--- config.mk ---
export PLATFORM = sky130hd
export DESIGN_NAME = way_select_ctrl
export DESIGN_NICKNAME = d
export VERILOG_FILES = /design/src/rtl/way_select_ctrl.sv
export SDC_FILE = /design/constraint.sdc
export NUM_CORES = 1
export LEC_CHECK = 0
export BUFFER_PORTS_ARGS = -buffer_cell sky130_fd_sc_hd__buf_4
export CAP_MARGIN = 20
export CORE_ASPECT_RATIO = 1.4
export CORE_UTILIZATION = 53
export DETAILED_ROUTE_END_ITERATION = 8
export PLACE_DENSITY = 0.76
export REMOVE_ABC_BUFFERS = 1
export SLEW_MARGIN = 20
export SYNTH_ARGS = -nofsm -noshare
export SYNTH_HDL_FRONTEND = slang
export SYNTH_SLANG_ARGS = --single-unit
--- constraint.sdc ---
create_clock -name clk_i -period 3.35 [get_ports clk_i]
set_input_delay 0.335 -clock clk_i [delete_from_list [all_inputs] [get_ports clk_i]]
set_output_delay 0.335 -clock clk_i [all_outputs]
set_load 0.03 [all_outputs]
--- src/rtl/way_select_ctrl.sv ---
// Lookup / miss-handling controller for a 2**ways_p entry associative tag directory.
// Optional WAY_SELECT_INVALID_FIRST_EN: on a miss, prefer the lowest-index invalid entry over the PLRU victim.
module way_select_ctrl #(
  parameter int unsigned ways_p      = 2,
  parameter int unsigned tag_width_p = 20
) (
  input  logic                   clk_i,
  input  logic                   reset_i,
  input  logic                   req_v_i,
  output logic                   req_ready_o,
  input  logic [tag_width_p-1:0] req_tag_i,
  input  logic                   flush_i,
  output logic                   resp_v_o,
  input  logic                   resp_ready_i,
  output logic                   resp_hit_o,
  output logic [ways_p-1:0]      resp_way_o,
  output logic                   fill_v_o,
  input  logic                   fill_ready_i,
  output logic [tag_width_p-1:0] fill_tag_o,
  input  logic                   fill_done_i,
  output logic                   lru_v_o,
  output logic [ways_p-1:0]      lru_way_o,
  input  logic [ways_p-1:0]      lru_victim_i
);

  localparam int unsigned entries_lp = 1 << ways_p;

  typedef enum logic [2:0] {IDLE, CMP, FILL_REQ, FILL_WAIT, RESP} state_e;

  state_e                 state_q, state_n;
  logic [tag_width_p-1:0] tag_r [entries_lp];
  logic [entries_lp-1:0]  valid_r;
  logic [tag_width_p-1:0] tag_q;
  logic [ways_p-1:0]      way_q;
  logic                   hit_q;

  logic                   hit_found;
  logic [ways_p-1:0]      hit_way;
  logic [ways_p-1:0]      victim_way;
  logic                   fill_complete;

  // Lowest matching index wins should duplicates ever appear.
  always_comb begin
    hit_found = 1'b0;
    hit_way   = '0;
    for (int unsigned i = 0; i < entries_lp; i++) begin
      if (!hit_found && valid_r[i] && (tag_r[i] == tag_q)) begin
        hit_found = 1'b1;
        hit_way   = ways_p'(i);
      end
    end
  end

`ifdef WAY_SELECT_INVALID_FIRST_EN
  logic inv_found;
  always_comb begin
    inv_found  = 1'b0;
    victim_way = lru_victim_i;
    for (int unsigned i = 0; i < entries_lp; i++) begin
      if (!inv_found && !valid_r[i]) begin
        inv_found  = 1'b1;
        victim_way = ways_p'(i);
      end
    end
  end
`else
  assign victim_way = lru_victim_i;
`endif

  // Same-cycle fill_done with the fill handshake completes the miss directly.
  assign fill_complete = ((state_q == FILL_REQ) && fill_ready_i && fill_done_i) ||
                         ((state_q == FILL_WAIT) && fill_done_i);

  always_ff @(posedge clk_i or posedge reset_i) begin
    if (reset_i) state_q <= IDLE;
    else         state_q <= state_n;
  end

  always_comb begin
    state_n = state_q;
    unique case (state_q)
      IDLE:      if (!flush_i && req_v_i) state_n = CMP;
      CMP:       state_n = hit_found ? RESP : FILL_REQ;
      FILL_REQ:  if (fill_ready_i) state_n = fill_done_i ? RESP : FILL_WAIT;
      FILL_WAIT: if (fill_done_i) state_n = RESP;
      RESP:      if (resp_ready_i) state_n = IDLE;
      default:   state_n = IDLE;
    endcase
  end

  always_ff @(posedge clk_i or posedge reset_i) begin
    if (reset_i) begin
      valid_r <= '0;
      tag_q   <= '0;
      way_q   <= '0;
      hit_q   <= 1'b0;
      for (int unsigned i = 0; i < entries_lp; i++) tag_r[i] <= '0;
    end else begin
      if (state_q == IDLE) begin
        if (flush_i)      valid_r <= '0;
        else if (req_v_i) tag_q   <= req_tag_i;
      end
      if (state_q == CMP) begin
        hit_q <= hit_found;
        way_q <= hit_found ? hit_way : victim_way;
      end
      if (fill_complete) begin
        tag_r[way_q]   <= tag_q;
        valid_r[way_q] <= 1'b1;
      end
    end
  end

  always_comb begin
    req_ready_o = (state_q == IDLE) && !flush_i;
    resp_v_o    = (state_q == RESP);
    resp_hit_o  = (state_q == RESP) && hit_q;
    resp_way_o  = (state_q == RESP) ? way_q : '0;
    fill_v_o    = (state_q == FILL_REQ);
    fill_tag_o  = (state_q == FILL_REQ) ? tag_q : '0;
    lru_v_o     = 1'b0;
    lru_way_o   = '0;
    if ((state_q == CMP) && hit_found) begin
      lru_v_o   = 1'b1;
      lru_way_o = hit_way;
    end else if (fill_complete) begin
      lru_v_o   = 1'b1;
      lru_way_o = way_q;
    end
  end

endmodule
==> qor.csv <==
stage,metric,value,unit
run_status,outcome,finished clean,
critical_path,crit-path max cell delay,0.56,ns
pwr,Total Power,0.00622,W
critical_path,Reg2Reg Depth,6,
synth,Ys Warns,0,
place,port bufs,57,
floorplan,Chip Width,87.5,um
synth,synthesized flop and latch total,110,
pwr,P_leak,2.87,nW
timing,worst slew pin tran,0.678,ns
timing,slack of the critical path,0.398,ns
synth,Syn Inst Count,429,
timing,Final Skew,0.00802,ns
synth,Netlist Area Pre-Place,5420,um2
place,pre-CTS setup slack,0.774,ns
clocking,setup repair bufs after CTS,0,
synth,number of synthesized flops with an enable pin,0,
critical_path,Critical R2R Launch,tag_q[5],
synth,register area share after synthesis,0.508,
layout,most frequent cells in the layout,"110 x dfrtp_1, 94 x mux2_2, 64 x buf_4, 50 x xnor2_1, 30 x xor2_1",
routing,Vias/cell,5.36,
grt,total grt overflow,0,
critical_path,CP required,3.01,ns
timing,final number of setup-violating endpoints,0,
critical_path,crit path max fanout,10,
critical_path,arrival time of the worst setup path,2.62,ns
grt,first-pass GRT wire length,17500,um
place,placer's final routability congestion estimate,0.865,
layout,design area,6240,um2
grt,initial antenna violation count,0,
floorplan,Core Region,9950,um2
clocking,CTS H-tree lvls,3,
timing,hold slack,0.0813,ns
layout,Diodes inserted,0,
timing,maximum clock rate,339,MHz
routing,wire per inst,17.8,um
routing,ANT nets after route,0,
critical_path,CP Launch Type,register,
synth,Netlist cell types,36,
layout,area of the multi-input gates,2470,um2
critical_path,r2r endpoint,way_q[0],
floorplan,Row Count,43,
clocking,clock-pin slew on the worst setup and hold paths,0.07,ns
grt,vias in the first global route,3354,
clocking,Post-CTS Resized,0,
pwr,PwrDens,997,nW/um2
layout,area occupied by registers,2750,um2
critical_path,critical path class,reg2out,
timing,max-slew violations,0,
place,detailed placement HPWL,7440,um
timing,Final TNS setup,0,ns
floorplan,Initial Util,0.545,
floorplan,Die ar.,10600,um2
floorplan,Die Y,122,um
clocking,Root Driver,clkbuf_16,
critical_path,critical-path cell list,xor2_1 > nor4_1 > nand4_1 > nor3_4 > nand4b_1 > a21o_1 > buf_4,
timing,worst relative slew slack,0.544,
timing,Final min period,2.95,ns
clocking,worst-skew pair later-pin latency,0.34,ns
synth,Post-synth top flop,dfrtp_1,
clocking,TritonCTS buffer count,9,
critical_path,Crit. Startpoint,tag_q[5],
routing,Iter 0 DRT Violations,172,
layout,Final nets,501,
routing,Pre-antenna DRT Iters,4,
grt,largest net degree at the start of global routing,62,
pwr,Max rail drop VDD,0.427,mV
layout,FILL cells,767,
layout,Layout area overhead,15.0,%
floorplan,io pins,58,
critical_path,Critical-path top delay cell,dfrtp_1,
clocking,CTS Buffer Depth,2,
routing,Via Count,3276,
clocking,TritonCTS clock tree,done,
synth,ys async rst share,1.00,
layout,ratio of cells with drive above 1 in the final layout,0.376,
layout,"most common cell after layout, fill and taps aside",dfrtp_1,
timing,"Hold Vio Cnt, Final",0,
clocking,cts hold-fix bufs,0,
grt,Total GRT Usage,0.225,
critical_path,FF-to-FF setup slack,1.13,ns
clocking,clock sink count,110,
place,Post-DP Area,5900,um2
critical_path,kind of end point of the critical path,primary output,
routing,Routed WL,10900,um
hold_path,Worst Hold Class,in2async,
timing,RSZ-0062 raised after global routing,false,
synth,Avg Inst Size Synth,12.6,um2
timing,fin crit share,0.881,
flow_run,max cap viols,0,
routing,DR DRC count,0,
## sequential cells by signal (all words and copies together), names as in the netlist
name and count:
tag_r 80, tag_q 20, valid_r 4, state_q 3, way_q 2, hit_q 1
## cells in the mapped netlist, types with 5 or more instances
master	n	share of area
xnor2_1	50	0.081
and2_1	22	0.025
buf_2	21	0.019
mux2_1	6	0.012
buf_6	5	0.010
dfrtp_1	110	0.51
nand4_1	13	0.015
nand2_1	11	0.0076
mux2_2	94	0.20
nor2_1	9	0.0062
nor4_1	8	0.0092
xor2_1	30	0.048
## power breakdown
group	switching, W	internal (W)	total, W
logic	0.00101	0.00126	0.00228
registers	0.000788	0.00195	0.00274
clock network	0.000459	0.000746	0.00120
## per-stage QoR
step | std cells | util
finish | 611 | 0.627
global route | 611 | 0.627
CTS | 611 | 0.627
detailed placement | 596 | 0.593
global placement | 596 | 0.593
floorplan | 396 | -
## per-layer routing
| metal | GRT usage | vias up | share of wire |
|---|---|---|---|
| li1 | - | 1549 | - |
| met1 | 0.282 | 1657 | 0.43 |
| met2 | 0.385 | 54 | 0.52 |
| met3 | 0.0325 | 16 | 0.023 |
| met4 | 0.0953 | 0 | 0.023 |
| met5 | 0 | - | 0 |
## critical path: cells and delay by family, from the launching register on
kind / cells / cell delay [ns]
xor+xnor: 1 / 0.24
compound gates: 1 / 0.14
simple gates: 4 / 1.18
buf+inv: 1 / 0.15
flops: 1 / 0.56
## cell families (layout without fill, tap and decap cells)
logic type,Yosys count,count (layout),synth area share
and+or+nand+nor,86,86,0.0944
buffers and inverters,35,82,0.0381
DFF,110,110,0.508
muxes,100,100,0.208
xor gates and xnor gates,80,80,0.129
AOI/OAI and AO/OA,18,18,0.0228
## how the worst max path moves through the flow
stage	to	slack, ns
after floorplan	hit_q	0.11
after global placement	lru_way_o[0]	0.79
after detailed placement	lru_way_o[0]	0.77
after CTS	lru_way_o[0]	0.39
after global routing	lru_way_o[0]	0.22
final	lru_v_o	0.40
## area by class of cell
class                   count  share of cell area
clock buffers              11              0.0389
flip-flops and latches    110               0.441
inverters                   2             0.00160
repair buffers             65              0.0802
well taps                 135              0.0271
multi-input cells         284               0.396
clock inverters             4              0.0152
(Power assumes the default switching activity.)
